### src/rtl/dram_bus_retimer_pkg.sv
// Shared types and default widths for the DRAM pad retimer.
package dram_bus_pkg;

  typedef enum logic [1:0] {
    RELEASED = 2'd0,
    TURN_ON  = 2'd1,
    DRIVE    = 2'd2,
    PARK     = 2'd3
  } bus_state_t;

  localparam int DRAM_ADDR_W = 11;
  localparam int DRAM_DATA_W = 8;

endpackage

### src/rtl/dram_bus_retimer_sync.sv
// Multi-flop synchroniser for a single asynchronous level signal.
module bit_synchronizer #(
  parameter int   STAGES    = 2,
  parameter logic RESET_VAL = 1'b1
) (
  input  logic clk,
  input  logic n_rst,
  input  logic d,
  output logic q
);

  logic [STAGES-1:0] sync_q;
  logic [STAGES-1:0] sync_d;

  always_comb sync_d = {sync_q[STAGES-2:0], d};

  always_ff @(posedge clk or negedge n_rst) begin
    if (!n_rst) sync_q <= {STAGES{RESET_VAL}};
    else        sync_q <= sync_d;
  end

  assign q = sync_q[STAGES-1];

endmodule

### src/rtl/dram_bus_retimer.sv
// Registered DRAM pad interface with a bus-ownership FSM that parks the
// strobes high around every handover before enabling or releasing the pads.
module dram_bus_retimer
  import dram_bus_pkg::*;
#(
  parameter int ADDR_W      = DRAM_ADDR_W,
  parameter int DATA_W      = DRAM_DATA_W,
  parameter int RAS_CNT     = 2,
  parameter int CAS_CNT     = 2,
  parameter int SYNC_STAGES = 2,
  parameter int TURN_CYCLES = 1,
  parameter int PARK_CYCLES = 1
) (
  input  logic              clk,
  input  logic              n_rst,
  input  logic              core_bus_en,
  input  logic [ADDR_W-1:0] core_addr,
  input  logic [DATA_W-1:0] core_data_out,
  input  logic              core_data_out_en,
  input  logic              core_n_nren,
  input  logic [RAS_CNT-1:0] core_n_ras,
  input  logic [CAS_CNT-1:0] core_n_cas,
  input  logic              core_n_we,
  output logic [DATA_W-1:0] core_data_in,
  output logic              core_n_wait,
  output logic [ADDR_W-1:0] pad_addr,
  output logic [DATA_W-1:0] pad_data_out,
  input  logic [DATA_W-1:0] pad_data_in,
  output logic              pad_n_nren,
  output logic              pad_n_we,
  output logic [RAS_CNT-1:0] pad_n_ras,
  output logic [CAS_CNT-1:0] pad_n_cas,
  output logic              pad_ctrl_oe,
  output logic              pad_data_oe,
  input  logic              pad_n_wait,
  output logic              bus_released
);

  localparam int CNT_MAX   = (TURN_CYCLES > PARK_CYCLES) ? TURN_CYCLES : PARK_CYCLES;
  localparam int CNT_W     = (CNT_MAX < 1) ? 1 : $clog2(CNT_MAX + 1);
  localparam int TURN_LAST = (TURN_CYCLES > 0) ? TURN_CYCLES - 1 : 0;
  localparam int PARK_LAST = (PARK_CYCLES > 0) ? PARK_CYCLES - 1 : 0;

  bus_state_t         state_q, state_d;
  logic [CNT_W-1:0]   cnt_q, cnt_d;
  logic [ADDR_W-1:0]  addr_q, addr_d;
  logic [DATA_W-1:0]  data_out_q, data_out_d;
  logic [DATA_W-1:0]  data_in_q, data_in_d;
  logic               nren_q, nren_d;
  logic               we_q, we_d;
  logic [RAS_CNT-1:0] ras_q, ras_d;
  logic [CAS_CNT-1:0] cas_q, cas_d;
  logic               ctrl_oe_q, ctrl_oe_d;
  logic               data_oe_q, data_oe_d;
  logic               released_q, released_d;
  logic               pass;

  always_comb begin
    state_d = state_q;
    cnt_d   = (cnt_q == CNT_W'(CNT_MAX)) ? cnt_q : cnt_q + 1'b1;
    // Bus-enable changes win over counter expiry in every state.
    case (state_q)
      RELEASED: if (core_bus_en) state_d = (TURN_CYCLES == 0) ? DRIVE : TURN_ON;
      TURN_ON: begin
        if (!core_bus_en)                    state_d = PARK;
        else if (cnt_q >= CNT_W'(TURN_LAST)) state_d = DRIVE;
      end
      DRIVE:   if (!core_bus_en) state_d = PARK;
      PARK: begin
        if (core_bus_en)                     state_d = DRIVE;
        else if (cnt_q >= CNT_W'(PARK_LAST)) state_d = RELEASED;
      end
      default: state_d = RELEASED;
    endcase
    if (state_d != state_q) cnt_d = '0;

    // Strobes only follow the core while it still owns the bus this cycle.
    pass       = (state_q == DRIVE) && core_bus_en;
    nren_d     = pass ? core_n_nren : 1'b1;
    we_d       = pass ? core_n_we   : 1'b1;
    ras_d      = pass ? core_n_ras  : '1;
    cas_d      = pass ? core_n_cas  : '1;
    data_oe_d  = pass && core_data_out_en;
    addr_d     = (state_q == TURN_ON || state_q == DRIVE) ? core_addr : addr_q;
    data_out_d = (state_q == DRIVE) ? core_data_out : data_out_q;
    data_in_d  = pad_data_in;
    ctrl_oe_d  = (state_d != RELEASED);
    released_d = (state_d == RELEASED);
  end

  always_ff @(posedge clk or negedge n_rst) begin
    if (!n_rst) begin
      state_q    <= RELEASED;
      cnt_q      <= '0;
      addr_q     <= '0;
      data_out_q <= '0;
      data_in_q  <= '0;
      nren_q     <= 1'b1;
      we_q       <= 1'b1;
      ras_q      <= '1;
      cas_q      <= '1;
      ctrl_oe_q  <= 1'b0;
      data_oe_q  <= 1'b0;
      released_q <= 1'b1;
    end else begin
      state_q    <= state_d;
      cnt_q      <= cnt_d;
      addr_q     <= addr_d;
      data_out_q <= data_out_d;
      data_in_q  <= data_in_d;
      nren_q     <= nren_d;
      we_q       <= we_d;
      ras_q      <= ras_d;
      cas_q      <= cas_d;
      ctrl_oe_q  <= ctrl_oe_d;
      data_oe_q  <= data_oe_d;
      released_q <= released_d;
    end
  end

  bit_synchronizer #(
    .STAGES   (SYNC_STAGES),
    .RESET_VAL(1'b1)
  ) u_wait_sync (
    .clk  (clk),
    .n_rst(n_rst),
    .d    (pad_n_wait),
    .q    (core_n_wait)
  );

  assign core_data_in = data_in_q;
  assign pad_addr     = addr_q;
  assign pad_data_out = data_out_q;
  assign pad_n_nren   = nren_q;
  assign pad_n_we     = we_q;
  assign pad_n_ras    = ras_q;
  assign pad_n_cas    = cas_q;
  assign pad_ctrl_oe  = ctrl_oe_q;
  assign pad_data_oe  = data_oe_q;
  assign bus_released = released_q;

endmodule

### config.mk
export PLATFORM = sky130hd
export DESIGN_NAME = dram_bus_retimer
export DESIGN_NICKNAME = d
export VERILOG_FILES = /design/src/rtl/dram_bus_retimer_pkg.sv /design/src/rtl/dram_bus_retimer_sync.sv /design/src/rtl/dram_bus_retimer.sv
export SDC_FILE = /design/constraint.sdc
export NUM_CORES = 1
export LEC_CHECK = 0
export ABC_CLOCK_PERIOD_IN_PS = 1300
export BUFFER_PORTS_ARGS = -buffer_cell sky130_fd_sc_hd__buf_2
export CORE_MARGIN = 1.5
export CORE_UTILIZATION = 39
export CTS_CLUSTER_DIAMETER = 50
export DETAILED_ROUTE_END_ITERATION = 7
export PLACE_DENSITY_LB_ADDON = 0.12
export SKIP_CTS_REPAIR_TIMING = 1
export SLEW_MARGIN = 20
export SYNTH_ARGS = -nofsm -noshare
export SYNTH_HDL_FRONTEND = slang
export SYNTH_SLANG_ARGS = --single-unit
### constraint.sdc
create_clock -name clk -period 1.3 [get_ports clk]
set_input_delay 0 -clock clk [delete_from_list [all_inputs] [get_ports clk]]
set_output_delay 0 -clock clk [all_outputs]
set_load 0.02 [all_outputs]
==> reports/results.tsv <==
metric	value	unit
synth_warnings	0	
grt_max_degree	25	
leakage	0.00117	uW
ys_seq_area_share	71.9	%
fin_crit	1.43	ns
violations	setup timing	
io_pins	75	
max_stage_delay	0.43	ns
max_slew_margin	73.3	%
critPathMaxFanout	4	
place_congestion	0.627	
dieArea	3980	sq um
syn_inst	84	
avgSynthCellArea	16.8	sq um
status	finished with violations	
fin_ws	-0.130	ns
clk_pin_slew_worst_paths	0.11	ns
synth_seq_cells	40	
fin_total_pwr	5340	uW
grt_util_all_layers	14.4	%
worstMarginPinSlew	0.400	ns
cts_buffer_depth	2	
drv_cap	0	
cp-startpoint	state_q[0]	
diodes	0	
slowest_stage	dfrtp_1	
ys_types	16	
rsz0062_at_grt	true	
io_buffers	74	
drtPass1Iterations	4	
cts_buffers	5	
setup_viol	26	
core_region_area	3390	sq um
insertion_delay	0.34	ns
wire_per_inst	13.4	um
cts.sinks	40	
syn_area	1410	sq um
nets	247	
dp_cells	205	
ir_drop	0.00128	V
num_vias	1121	
fmax	0.699	GHz
cp.arrival	1.67	ns
root_buffer	clkbuf_4	
crit_required	1.54	ns
dp_slack	-0.155	ns
viasPerCell	4.47	
start_util	41.5	%
finish.utilization	70.9	%
power.density	2220	nW/um^2
post-dp-hpwl	2.01	mm
hold_class	primary input to async pin	
clock_skew	0.00856	ns
finalHoldViolations	0	
grt_pass1_wl	4.33	mm
crit_path_cell_trace	inv_2, ha_1, o32a_1, or2_1	
slew_violations	0	
fp.dieW	63.1	um
drt-initial-drc-count	16	
grt_pass1_vias	967	
syn_nets	127	
end_kind	register	
gr-total-overflow	0	
cts_tree	yes	
syn_to_final_growth	70.7	%
antenna_found_initial	0	
drive_gt1_share	61.0	%
die_y	63.1	um
cp-start-kind	register	
htree_num_levels	2	
drc_errors	0	
instances_no_fill	251	
period_share	110	%
rows	21	
critical_path_class	register to register	
r2r-start	state_q[0]	
ant_nets	0	
wl	3.37	mm
==> power breakdown <==
group	total (uW)	internal [uW]	leakage, uW	switching, uW
combinational	2650	1420	0.000668	1230
clock	777	403	0.0000422	374
sequential	1910	1700	0.000459	218
total	5340	3520	0.00117	1820
==> worst paths after layout <==
path	to	slack [ns]	cells after the start
worst min register to register	u_wait_sync.sync_q[1]	0.37	0
worst max-delay path	pad_ctrl_oe	-0.13	4
worst min-delay path	pad_data_out[0]	0.11	2
worst max register to register	pad_ctrl_oe	-0.13	4
min in group clk	core_data_in[5]	0.30	2
max in group asynchronous	u_wait_sync.sync_q[1]	0.66	3
==> cell usage after synthesis (all sizes together) <==
master	number	share of area (%)
a211oi	1	0.53
and3	1	0.53
buf	2	0.71
dfrtp	31	55
dfstp	9	17
ha	5	4.4
inv	2	0.53
mux2	19	15
nand2	2	0.53
nor2	1	0.27
nor2b	1	0.44
o22ai	1	0.44
o32a	1	0.71
or2	7	3.1
xnor2	1	0.62
==> layout make-up <==
class                      count  area (sq um)
inverter                       2          7.51
clock inverter                 2          35.0
tap                           46          57.6
timing repair buffer         115           813
fill                         234           987
sequential                    40          1010
multi-input combinational     40           434
clock buffer                   6          41.3
==> cell usage in the layout, fill, tap and decap left out, types with 2 or more instances in the layout <==
master	n
buf_2	74
dlygate4sd3_1	37
dfrtp_1	30
mux2_4	11
dfstp_2	9
mux2_2	8
or2_2	6
clkbuf_4	5
ha_1	3
inv_2	2
nand2_1	2
buf_12	2
==> layer usage <==
layer  global-route usage (%)  vias to the layer above  wire length, um  part of all wire [%]
met3                     5.71                        8              246                   7.3
met1                     15.8                      542             1260                    37
met4                     5.83                        0               55                   1.6
met2                     24.9                       51             1810                    54
li1                         -                      520                -                     -
met5                        0                        -                0                     0
==> cell families (layout without fill, tap and decap cells) <==
family / after synthesis / after routing / share of synthesized area (%)
fa+ha+maj: 5 / 5 / 4.44
mux: 19 / 19 / 15.2
compound gates: 3 / 3 / 1.69
simple gates: 12 / 12 / 4.89
xor+xnor: 1 / 1 / 0.622
flops: 40 / 40 / 71.9
buf+inv: 4 / 125 / 1.24
==> critical path: cells and delay by family, from the launching register on <==
| kind | cells | cell delay, ns |
|---|---|---|
| buffers and inverters | 1 | 0.09 |
| adders and majority gates | 1 | 0.22 |
| DFF | 1 | 0.43 |
| AOI/OAI and AO/OA | 1 | 0.39 |
| and+or+nand+nor | 1 | 0.21 |
==> state kept, by name (all words and copies together), names as in the netlist <==
signal	count
core_data_in	8
pad_data_out	8
bus_released	1
pad_ctrl_oe	1
state_q	2
pad_data_oe	1
pad_n_nren	1
u_wait_sync.sync_q	2
pad_n_ras	2
pad_addr	11
pad_n_we	1
pad_n_cas	2
==> metrics by stage <==
step | cell area (sq um) | TNS, ns | hold WS, ns
after floorplan | 1420 | -0.338 | -0.296
after global placement | 1880 | -0.880 | -0.0575
after detailed placement | 1880 | -2.02 | -0.0497
after CTS | 1950 | -2.31 | -0.423
after global routing | 2400 | -3.15 | 0.117
final | 2400 | -1.80 | 0.112
(Power assumes the default switching activity.)
